<file path="config.mk">
export PLATFORM = sky130hd
export DESIGN_NAME = ctrl_pipeline
export DESIGN_NICKNAME = d
export VERILOG_FILES = /design/src/rtl/ctrl_pkg.sv /design/src/rtl/ctrl_pipeline_stage_reg.sv /design/src/rtl/ctrl_pipeline.sv
export SDC_FILE = /design/constraint.sdc
export NUM_CORES = 1
export LEC_CHECK = 0
export CAP_MARGIN = 15
export CORE_MARGIN = 1
export CORE_UTILIZATION = 35
export CTS_BUF_LIST = sky130_fd_sc_hd__clkbuf_8
export DETAILED_ROUTE_END_ITERATION = 10
export PLACE_DENSITY = 0.65
export SLEW_MARGIN = 10
export SYNTH_ARGS = -nofsm -noshare
export SYNTH_HDL_FRONTEND = slang
export SYNTH_SLANG_ARGS = --single-unit
</file>
<file path="constraint.sdc">
create_clock -name clk -period 1.9 [get_ports clk]
set_input_delay 0.285 -clock clk [delete_from_list [all_inputs] [get_ports clk]]
set_output_delay 0.285 -clock clk [all_outputs]
set_load 0.02 [all_outputs]
</file>
<file path="src/rtl/ctrl_pkg.sv">
// Shared control-word layout, PC-select encodings and branch-resolution helper
// for the ID/EX/MEM/WB control pipeline.
package ctrl_pkg;

    localparam int EX_W  = 5;
    localparam int MEM_W = 7;

    localparam int ALUOP_HI = 4;
    localparam int ALUOP_LO = 2;
    localparam int MEMREAD  = 1;
    localparam int MEMWRITE = 0;

    localparam int REGWRITE = 6;
    localparam int MEMTOREG = 5;
    localparam int PCTOREG  = 4;
    localparam int JUMP     = 3;
    localparam int JUMPMEM  = 2;
    localparam int BRN      = 1;
    localparam int BRZ      = 0;

    localparam logic [1:0] PC_SEL_SEQ = 2'd0;
    localparam logic [1:0] PC_SEL_REG = 2'd1;
    localparam logic [1:0] PC_SEL_MEM = 2'd2;

    localparam logic [EX_W-1:0]  BUBBLE_EX  = '0;
    localparam logic [MEM_W-1:0] BUBBLE_MEM = '0;

    function automatic logic isTaken(input logic [MEM_W-1:0] memCtrl,
                                     input logic             n,
                                     input logic             z);
        return memCtrl[JUMP] | memCtrl[JUMPMEM] | (memCtrl[BRN] & n) | (memCtrl[BRZ] & z);
    endfunction

endpackage

</file>
<file path="src/rtl/ctrl_pipeline_stage_reg.sv">
// Generic pipeline register: async active-low clear, synchronous bubble insert,
// and load enable.
module ctrl_stage_reg #(
    parameter int W = 8
) (
    input  logic         clk,
    input  logic         rst_n,
    input  logic         en_i,
    input  logic         flush_i,
    input  logic [W-1:0] d_i,
    output logic [W-1:0] q_o
);

    logic [W-1:0] data_q;

    always_ff @(posedge clk or negedge rst_n) begin
        if (!rst_n) begin
            data_q <= '0;
        end else if (flush_i) begin
            data_q <= '0;
        end else if (en_i) begin
            data_q <= d_i;
        end
    end

    assign q_o = data_q;

endmodule

</file>
<file path="src/rtl/ctrl_pipeline.sv">
// Control pipeline: carries decoded controls through ID/EX, EX/MEM, MEM/WB,
// resolves jumps/branches in MEM and detects load-use hazards.
module ctrl_pipeline
    import ctrl_pkg::*;
#(
    parameter int REG_W = 6
) (
    input  logic             clk,
    input  logic             rst_n,
    input  logic             id_valid,
    input  logic [EX_W-1:0]  id_ex_ctrl,
    input  logic [MEM_W-1:0] id_mem_ctrl,
    input  logic [REG_W-1:0] id_rs,
    input  logic [REG_W-1:0] id_rt,
    input  logic [REG_W-1:0] id_rd,
    input  logic             ex_n,
    input  logic             ex_z,
    output logic [2:0]       ex_aluop,
    output logic [REG_W-1:0] ex_rd,
    output logic             mem_memread,
    output logic             mem_memwrite,
    output logic             wb_regwrite,
    output logic             wb_memtoreg,
    output logic             wb_pctoreg,
    output logic [REG_W-1:0] wb_rd,
    output logic [1:0]       pc_sel,
    output logic             stall,
    output logic             flush_ifid
);

    localparam int IDEX_W  = EX_W + MEM_W + REG_W;
    localparam int EXMEM_W = 2 + MEM_W + REG_W + 2;
    localparam int MEMWB_W = 3 + REG_W;

    logic [IDEX_W-1:0]  idEx_d,  idEx_q;
    logic [EXMEM_W-1:0] exMem_d, exMem_q;
    logic [MEMWB_W-1:0] memWb_d, memWb_q;

    logic [EX_W-1:0]  idExEx;
    logic [MEM_W-1:0] idExMem;
    logic [MEM_W-1:0] exMemCtrl;
    logic [REG_W-1:0] exMemRd;
    logic             exMemN;
    logic             exMemZ;
    logic             taken;

    assign idExEx  = idEx_q[IDEX_W-1 -: EX_W];
    assign idExMem = idEx_q[REG_W +: MEM_W];
    assign ex_rd   = idEx_q[REG_W-1:0];
    assign ex_aluop = idExEx[ALUOP_HI:ALUOP_LO];

    assign exMemZ       = exMem_q[0];
    assign exMemN       = exMem_q[1];
    assign exMemRd      = exMem_q[2 +: REG_W];
    assign exMemCtrl    = exMem_q[2 + REG_W +: MEM_W];
    assign mem_memwrite = exMem_q[EXMEM_W-2];
    assign mem_memread  = exMem_q[EXMEM_W-1];

    assign wb_regwrite = memWb_q[REG_W+2];
    assign wb_memtoreg = memWb_q[REG_W+1];
    assign wb_pctoreg  = memWb_q[REG_W];
    assign wb_rd       = memWb_q[REG_W-1:0];

    // A taken redirect in MEM suppresses the load-use stall: the dependent
    // instruction is about to be squashed anyway.
    assign taken      = isTaken(exMemCtrl, exMemN, exMemZ);
    assign flush_ifid = taken;
    assign stall      = id_valid & idExEx[MEMREAD]
                      & ((id_rs == ex_rd) | (id_rt == ex_rd)) & ~taken;

    always_comb begin
        pc_sel = PC_SEL_SEQ;
        if (exMemCtrl[JUMPMEM]) begin
            pc_sel = PC_SEL_MEM;
        end else if (taken) begin
            pc_sel = PC_SEL_REG;
        end
    end

    assign idEx_d  = id_valid ? {id_ex_ctrl, id_mem_ctrl, id_rd}
                              : {BUBBLE_EX, BUBBLE_MEM, {REG_W{1'b0}}};
    assign exMem_d = {idExEx[MEMREAD], idExEx[MEMWRITE], idExMem, ex_rd, ex_n, ex_z};
    assign memWb_d = {exMemCtrl[REGWRITE], exMemCtrl[MEMTOREG], exMemCtrl[PCTOREG], exMemRd};

    ctrl_stage_reg #(.W(IDEX_W)) uIdEx (
        .clk     (clk),
        .rst_n   (rst_n),
        .en_i    (1'b1),
        .flush_i (taken | stall),
        .d_i     (idEx_d),
        .q_o     (idEx_q)
    );

    ctrl_stage_reg #(.W(EXMEM_W)) uExMem (
        .clk     (clk),
        .rst_n   (rst_n),
        .en_i    (1'b1),
        .flush_i (taken),
        .d_i     (exMem_d),
        .q_o     (exMem_q)
    );

    // The branch itself still retires so link (PCtoReg) writes complete.
    ctrl_stage_reg #(.W(MEMWB_W)) uMemWb (
        .clk     (clk),
        .rst_n   (rst_n),
        .en_i    (1'b1),
        .flush_i (1'b0),
        .d_i     (memWb_d),
        .q_o     (memWb_q)
    );

endmodule

</file>
Word-level counts from Yosys, hierarchy flattened
Index checks and enable logic that the tools add are counted.
W data, S select, Z words.
{"block": "word_totals", "regBits": 44, "latch_bits": 0, "ramBits": 0, "mem_bits_ro": 0, "inputBits": 35, "out_inout_bits": 24, "mem_count": 0}
{"block": "classes", "add_sub_neg": 0, "n_mul": 0, "n_div": 0, "n_lt_le_gt_ge": 0, "n_eq_ne": 2, "n_shift": 0, "muxes": 5, "n_bitwise": 11, "n_reduce_logical": 0}
{"cell": "$mux W18", "count": 2}
{"cell": "$mux W17", "count": 1}
{"cell": "$eq A6 B6 Y1", "count": 2}
{"cell": "$and A1 B1 Y1", "count": 5}
{"cell": "$or A1 B1 Y1", "count": 5}
{"cell": "$mux W2", "count": 1}
{"cell": "$mux W1", "count": 1}
{"cell": "$not A1 Y1", "count": 1}

Depth between registers and ports, before layout
Gate-level depths: netlist of the first run.
{"block": "depth", "depth_word": 7, "ltp_mapped": 6, "depth_no_buf": 4}

Cells and area by module
A second synthesis of the first run with hierarchy kept.
{"block": "unflattened", "hier_cells": 189, "area_unflattened_um2": 2110.8}
{"module": "ctrl_stage_reg (uIdEx)", "instances": 1, "cells_per_inst": 58, "area_each_um2": 739.5}
{"module": "ctrl_stage_reg (uExMem)", "instances": 1, "cells_per_inst": 55, "area_each_um2": 699.4}
{"module": "ctrl_stage_reg (uMemWb)", "instances": 1, "cells_per_inst": 29, "area_each_um2": 364.1}
{"module": "ctrl_pipeline", "instances": 1, "cells_per_inst": 47, "area_each_um2": 307.8}

Least setup slack after synthesis of the first run
Ideal clock, no wire load.
{"block": "synth_path", "path_type": "register to output", "start": "register uIdEx.data_q[2] (netlist: uIdEx.q_o[2])", "end": "output stall", "arrival_ns": 1.212, "t_required_ns": 1.615, "setup_slack_ns": 0.403, "stages_incl_launch_ff": 5, "cell_sequence": "dfrtp_1 > xnor2_1 > nand4_1 > o22ai_4 > and2_2"}
{"block": "synth_via", "elab_chain_len": 4, "elab_cells_between_ends": 5, "classes_between": "eq/ne (2); bitwise (3)"}
{"item": "from (decl)", "line": "ctrl_pipeline_stage_reg.sv:14", "text": "logic [W-1:0] data_q;"}
{"item": "from (signal assigned)", "line": "ctrl_pipeline_stage_reg.sv:22", "text": "data_q <= d_i;"}
{"item": "$eq A6 B6 Y1", "line": "ctrl_pipeline.sv:69", "text": "& ((id_rs == ex_rd) | (id_rt == ex_rd)) & ~taken;"}
{"item": "$or A1 B1 Y1 (*)", "line": "ctrl_pipeline.sv:69"}
{"item": "$and A1 B1 Y1 (*) (2 in series)", "line": "ctrl_pipeline.sv:69"}
{"item": "to (decl)", "line": "ctrl_pipeline.sv:27", "text": "output logic stall,"}
Every way passes the cells marked *; elsewhere a longest branch is shown, timed or not.

Worst setup path in the final report of the first run
{"block": "layout_path", "start": "register uIdEx.data_q[5] (netlist: uIdEx.q_o[5])", "end": "output ex_rd[5]"}
{"item": "to (decl)", "line": "ctrl_pipeline.sv:19", "text": "output logic [REG_W-1:0] ex_rd,"}
No word-level cell between the ends.

==> flow_summary.json, run 1 <==
{
  "rsz0062_at_grt": "true",
  "pre_cts_ws_ps": -395,
  "ys_seq_area_share_pct": 67.1,
  "die_width_um": 70.5,
  "path_class": "flop to output pin",
  "cts_num_sinks": 44,
  "grt-ovfl-total": 0,
  "io_buffers": 58,
  "post-route-util_pct": 53.0,
  "tns_ps": 0,
  "layout_setup_ws_ps": 83.1,
  "synth_fp_nets": 172,
  "relSlewSlack_pct": 57.2,
  "area_delta_synth_final_pct": 43.6,
  "cts.path.max_buffers": 2,
  "die-area_um2": 4960,
  "dr.pass1.iters": 6,
  "clock_tree.root_cell": "clkbuf_8",
  "period_minus_slack_ps": 1820,
  "cts_inserted_buffers": 5,
  "violations": "DRC",
  "filler_cell_count": 401,
  "nNetsFinal": 231,
  "post-dp-hpwl_mm": 2.22,
  "antenna_left": 0,
  "cp-start-kind": "flop",
  "grt_busiest_layer": "met2",
  "cp.arrival_ps": 1530,
  "tightestPinTransition_ps": 642,
  "p_per_area_nw_per_um2": 967,
  "yosysWarnings": 0,
  "status": "finished, violations left",
  "p_leak_nw": 1.11,
  "first_global_vias": 1103,
  "rows": 24,
  "htree_levels": 2,
  "setup_viol": 0,
  "cts_tree": "yes",
  "layout-drive-gt1-share_pct": 12.7,
  "fin_crit_sh_pct": 95.6,
  "die_y_um": 70.5,
  "clock_skew_ps": 5.09,
  "track_usage_pct": 13.7,
  "fmax_mhz": 550,
  "worst_r2r_endpoint": "uIdEx.q_o[14]",
  "grt_pass1_wl_mm": 4.99,
  "hold_class": "input pin to asynchronous set/reset pin",
  "ir_drop_uv": 352,
  "grtUsageMet1_pct": 16.7,
  "first_iter_violations": 53,
  "grt_start_max_net_pins": 32,
  "rrSetupSlack_ps": 510,
  "finalHoldViolations": 0,
  "gp_congestion": 0.784,
  "core-area_um2": 4440,
  "ys_ff_latch": 44,
  "num_io_pins": 59,
  "worstSetupEndpointType": "output pin",
  "max-cap-violations": 0,
  "route.detailed.drc": 10,
  "synth_cells": 137,
  "synth_cell_types": 17,
  "antenna_found_initial": 0,
  "crit_required_ps": 1620,
  "clock_latency_ps": 290,
  "initial_core_util_pct": 36.9,
  "rr_worst_depth": 5,
  "wl_per_cell_um": 12.0,
  "diodes": 0,
  "crit_fanout": 3,
  "num_vias": 1050,
  "cts.clk_slew.worst_paths_ps": 80,
  "wl_mm": 2.99,
  "synth_area_um2": 1640,
  "use_met2_pct": 20.5,
  "reg2reg_from": "uIdEx.q_o[5]",
  "via_per_inst": 4.22,
  "syn_avg_cell_area_um2": 12.0,
  "use_met3_pct": 4.47,
  "maxSlewViolCount": 0
}
[layer usage]
layer  wire length, µm  up-vias
met1              1290      472
met5                 0        -
met2              1410       43
li1                  -      524
met3               184       11
met4               107        0
[how the worst max path moves through the flow]
stage,startpoint,to,slack [ps],cells after the start
2_1_floorplan,uIdEx.q_o[2],stall,400,4
3_3_place_gp,id_rt[5],stall,-380,6
3_5_place_dp,id_rt[4],stall,-400,6
4_1_cts,uIdEx.q_o[2],stall,9,5
5_1_grt,uIdEx.q_o[5],stall,-20,5
6_report,uIdEx.q_o[5],ex_rd[5],80,3
[final cells by class]
class / instances / area, µm² / area share [%]
timing repair buffer: 67 / 644 / 27.4
clock buffer: 6 / 82.6 / 3.51
inverter: 1 / 3.75 / 0.159
tap: 52 / 65.1 / 2.76
sequential: 44 / 1100 / 46.9
multi-input combinational: 77 / 444 / 18.9
clock inverter: 2 / 11.3 / 0.478
[state kept, by name (all words and copies together), names as in the netlist]
signal,cells
uMemWb.q_o,9
uExMem.q_o,17
uIdEx.q_o,18
[through the flow]
| stage | hold slack, ps | power [mW] | cells | area, µm² |
|---|---|---|---|---|
| 4_1_cts | 27.6 | 2.30 | 247 | 2310 |
| 3_5_place_dp | 336 | 1.72 | 239 | 2230 |
| 2_1_floorplan | -10.6 | 1.46 | 137 | 1640 |
| 3_3_place_gp | 331 | 1.71 | 239 | 2230 |
| 6_report | 14.4 | 2.28 | 249 | 2350 |
| 5_1_grt | 59.9 | 2.41 | 249 | 2350 |
[worst max-delay path: stages, from the launching register on]
cell	delay (ps)
dfrtp_1	430
buf_4	140
buf_4	90
clkdlybuf4s50_1	590
[timing repair]
| action | 4_1_cts | 5_1_grt |
|---|---|---|
| pin swaps | 0 | 6 |
| resized for setup | 7 | 8 |
| hold buffers | 0 | 0 |
| setup buffers | 0 | 2 |
| endpoints found under the setup margin | 3 | 1 |
| gates cloned | 0 | 0 |
[power by group]
group	internal [mW]	switching, mW	total, mW
combinational	0.299	0.283	0.582
clock	0.290	0.285	0.574
sequential	1.07	0.0547	1.12
total	1.66	0.622	2.28
[placed cells by master, fill, tap and decap left out]
cell             netlist  final
and2_1                16     16
and2_2                 2      1
and2_4                 0      1
and3_1                 1      1
and4_1                 1      1
buf_2                  1      1
buf_4                 11      9
buf_6                  1      1
clkbuf_8               0      6
clkdlybuf4s50_1        0     53
clkinvlp_4             0      1
dfrtp_1               44     42
dfrtp_2                0      2
dlygate4sd2_1          0      2
dlymetal6s2s_1         0      1
inv_1                  1      2
nand2_1               20     20
nand3_1                2      2
nand4_1                2      2
nor2_1                20     20
o22ai_4                1      1
xnor2_1               12     10
xnor2_2                0      2
[kinds of logic after synthesis]
logic type	Yosys count	share of synthesized area, %
AO/OA/AOI/OAI	1	1.22
XOR/XNOR	12	6.41
buffers and inverters	16	6.79
flip-flops	44	67.1
AND/OR/NAND/NOR	64	18.5
[Yosys cell counts, drive strengths merged]
master   n  area, µm²
dfrtp   44       1100
nand2   20       75.1
nor2    20       75.1
and2    18        115
buf     13       98.8
xnor2   12        105
clkbuf   2       8.75
nand3    2       10.0
nand4    2       12.5
and3     1       6.26
and4     1       8.76
inv      1       3.75
o22ai    1       20.0
Note: power is estimated with default switching activity, not from simulation.
==> inputs of run 2 (changes only) <==
--- a/config.mk
+++ b/config.mk
@@ -7,10 +7,11 @@
 export LEC_CHECK = 0
 export CAP_MARGIN = 15
 export CORE_MARGIN = 1
-export CORE_UTILIZATION = 35
+export CORE_UTILIZATION = 46
 export CTS_BUF_LIST = sky130_fd_sc_hd__clkbuf_8
 export DETAILED_ROUTE_END_ITERATION = 10
-export PLACE_DENSITY = 0.65
+export PLACE_DENSITY = 0.82
+export SKIP_LAST_GASP = 1
 export SLEW_MARGIN = 10
 export SYNTH_ARGS = -nofsm -noshare
 export SYNTH_HDL_FRONTEND = slang
==> run 2 against run 1 <==
Compared with the run above:
- the flow finishes with violations (hold timing)
- routed wire length is 3.4% lower
- first-iteration DRC count is 75% lower
- global-route usage is 3.6 points higher
- final cell count is 2.8% lower
- sequential cell count stayed put
- hold slack worse by 18 ps
- die area is 23% lower
- sequential share of layout area hardly changed
- critical path type is now input pin to output pin
- largest cell class unchanged
- highest routed layer unchanged
==> flow_summary.json, run 2 (same netlist as run 1, synthesis figures left out) <==
{
  "tightestPinTransition_ps": 614,
  "max-cap-violations": 0,
  "finalHoldViolations": 12,
  "nNetsFinal": 230,
  "grt_busiest_layer": "met2",
  "ir_drop_uv": 770,
  "grt_start_max_net_pins": 31,
  "use_met2_pct": 29.0,
  "htree_levels": 2,
  "wl_per_cell_um": 11.9,
  "num_vias": 1058,
  "die_y_um": 61.7,
  "grtUsageMet1_pct": 19.6,
  "initial_core_util_pct": 48.8,
  "pre_cts_ws_ps": -400,
  "io_buffers": 58,
  "finalNonFillerCells": 242,
  "whs_ps": -3.71,
  "p_per_area_nw_per_um2": 1020,
  "dr.pass1.iters": 2,
  "dp_cells": 234,
  "grt-ovfl-total": 0,
  "rows": 21,
  "wl_mm": 2.89,
  "period_minus_slack_ps": 1840,
  "post-route-util_pct": 69.9,
  "cts_num_sinks": 44,
  "rsz0062_at_grt": "true",
  "die_width_um": 61.7,
  "crit_required_ps": 1620,
  "crit_fanout": 2,
  "total_power_mw": 2.39,
  "die-area_um2": 3810,
  "antenna_found_initial": 0,
  "cts.clk_slew.worst_paths_ps": 80,
  "reg2reg_from": "uIdEx.q_o[5]",
  "use_met3_pct": 5.80,
  "via_per_inst": 4.37,
  "largest_reg_flops": 18,
  "cts_inserted_buffers": 5,
  "track_usage_pct": 17.3,
  "grt_pass1_wl_mm": 4.53,
  "final_common_cell": "clkdlybuf4s50_1",
  "final_cell_mix": "clkdlybuf4s50_1 (54), dfrtp_1 (43), nand2_1 (20), nor2_1 (20), and2_1 (16)",
  "status": "finished, violations left",
  "path_class": "input pin to output pin",
  "postCtsSetupBuffers": 0,
  "rrSetupSlack_ps": 510,
  "gp_congestion": 0.674,
  "post-dp-hpwl_mm": 2.10,
  "clock_latency_ps": 290,
  "fin_crit_sh_pct": 96.7,
  "hold_class": "input pin to asynchronous set/reset pin",
  "p_leak_nw": 1.10,
  "clock_skew_ps": 3.17,
  "cp-start-kind": "input pin",
  "rr_worst_depth": 5,
  "first_iter_violations": 13,
  "diodes": 0,
  "setup_viol": 0,
  "num_io_pins": 59,
  "cts_tree": "yes",
  "worstSetupEndpointType": "output pin",
  "area_delta_synth_final_pct": 43.2,
  "cts.path.max_buffers": 2,
  "clock_tree.root_cell": "clkbuf_8",
  "layout-drive-gt1-share_pct": 12.8,
  "relSlewSlack_pct": 59.0,
  "first_global_vias": 1096,
  "layout_setup_ws_ps": 62.4,
  "core-area_um2": 3360,
  "antenna_left": 0,
  "worst_r2r_endpoint": "uIdEx.q_o[8]",
  "fmax_mhz": 544,
  "route.detailed.drc": 0,
  "violations": "hold timing",
  "cp.arrival_ps": 1550,
  "maxSlewViolCount": 0
}
==> run 2: worst max-delay path, stage by stage <==
cell and delay [ps]:
clkdlybuf4s50_1 510, xnor2_2 130, nand4_1 150, o22ai_4 180, and2_2 170, buf_4 130
==> run 2: repair_timing <==
item,CTS,global route
pin swaps,1,2
setup endpoints to repair,3,1
hold buffers,0,0
gates cloned,0,0
resized for setup,6,5
hold endpoints to repair,0,0
==> run 2: area by class of cell <==
class	count	area [µm²]
Sequential cell	44	1100
Fill cell	261	1010
Timing Repair Buffer	66	631
Multi-Input combinational cell	77	444
Clock buffer	5	68.8
Tap cell	46	57.6
Clock inverter	3	42.5
Inverter	1	3.75
==> run 2: report_power, final <==
group	switching (mW)	total (mW)	internal, mW
clock	0.299	0.687	0.388
combinational	0.280	0.576	0.296
sequential	0.0577	1.12	1.07
total	0.636	2.39	1.75
==> run 2: per-stage QoR <==
step / setup TNS (ps) / instance area, µm²
after CTS: -101 / 2340
after global routing: -24.2 / 2350
after global placement: -363 / 2230
after detailed placement: -400 / 2230
final: 0 / 2350
after floorplan: 0 / 1640
==> run 2: how the worst max path moves through the flow <==
stage                 start    end  slack (ps)  cells after the start
6_report           id_rt[5]  stall          60                      6
5_1_grt        uIdEx.q_o[5]  stall         -20                      5
2_1_floorplan  uIdEx.q_o[2]  stall         400                      4
3_5_place_dp       id_rt[5]  stall        -400                      6
3_3_place_gp       id_rt[5]  stall        -360                      6
4_1_cts        uIdEx.q_o[5]  stall        -100                      5
==> run 2: metal layers <==
layer  share of wire [%]  vias to the layer above
li1                    -                      521
met1                  43                      499
met2                  51                       31
met3                 4.5                        7
met4                 1.8                        0
met5                   0                        -
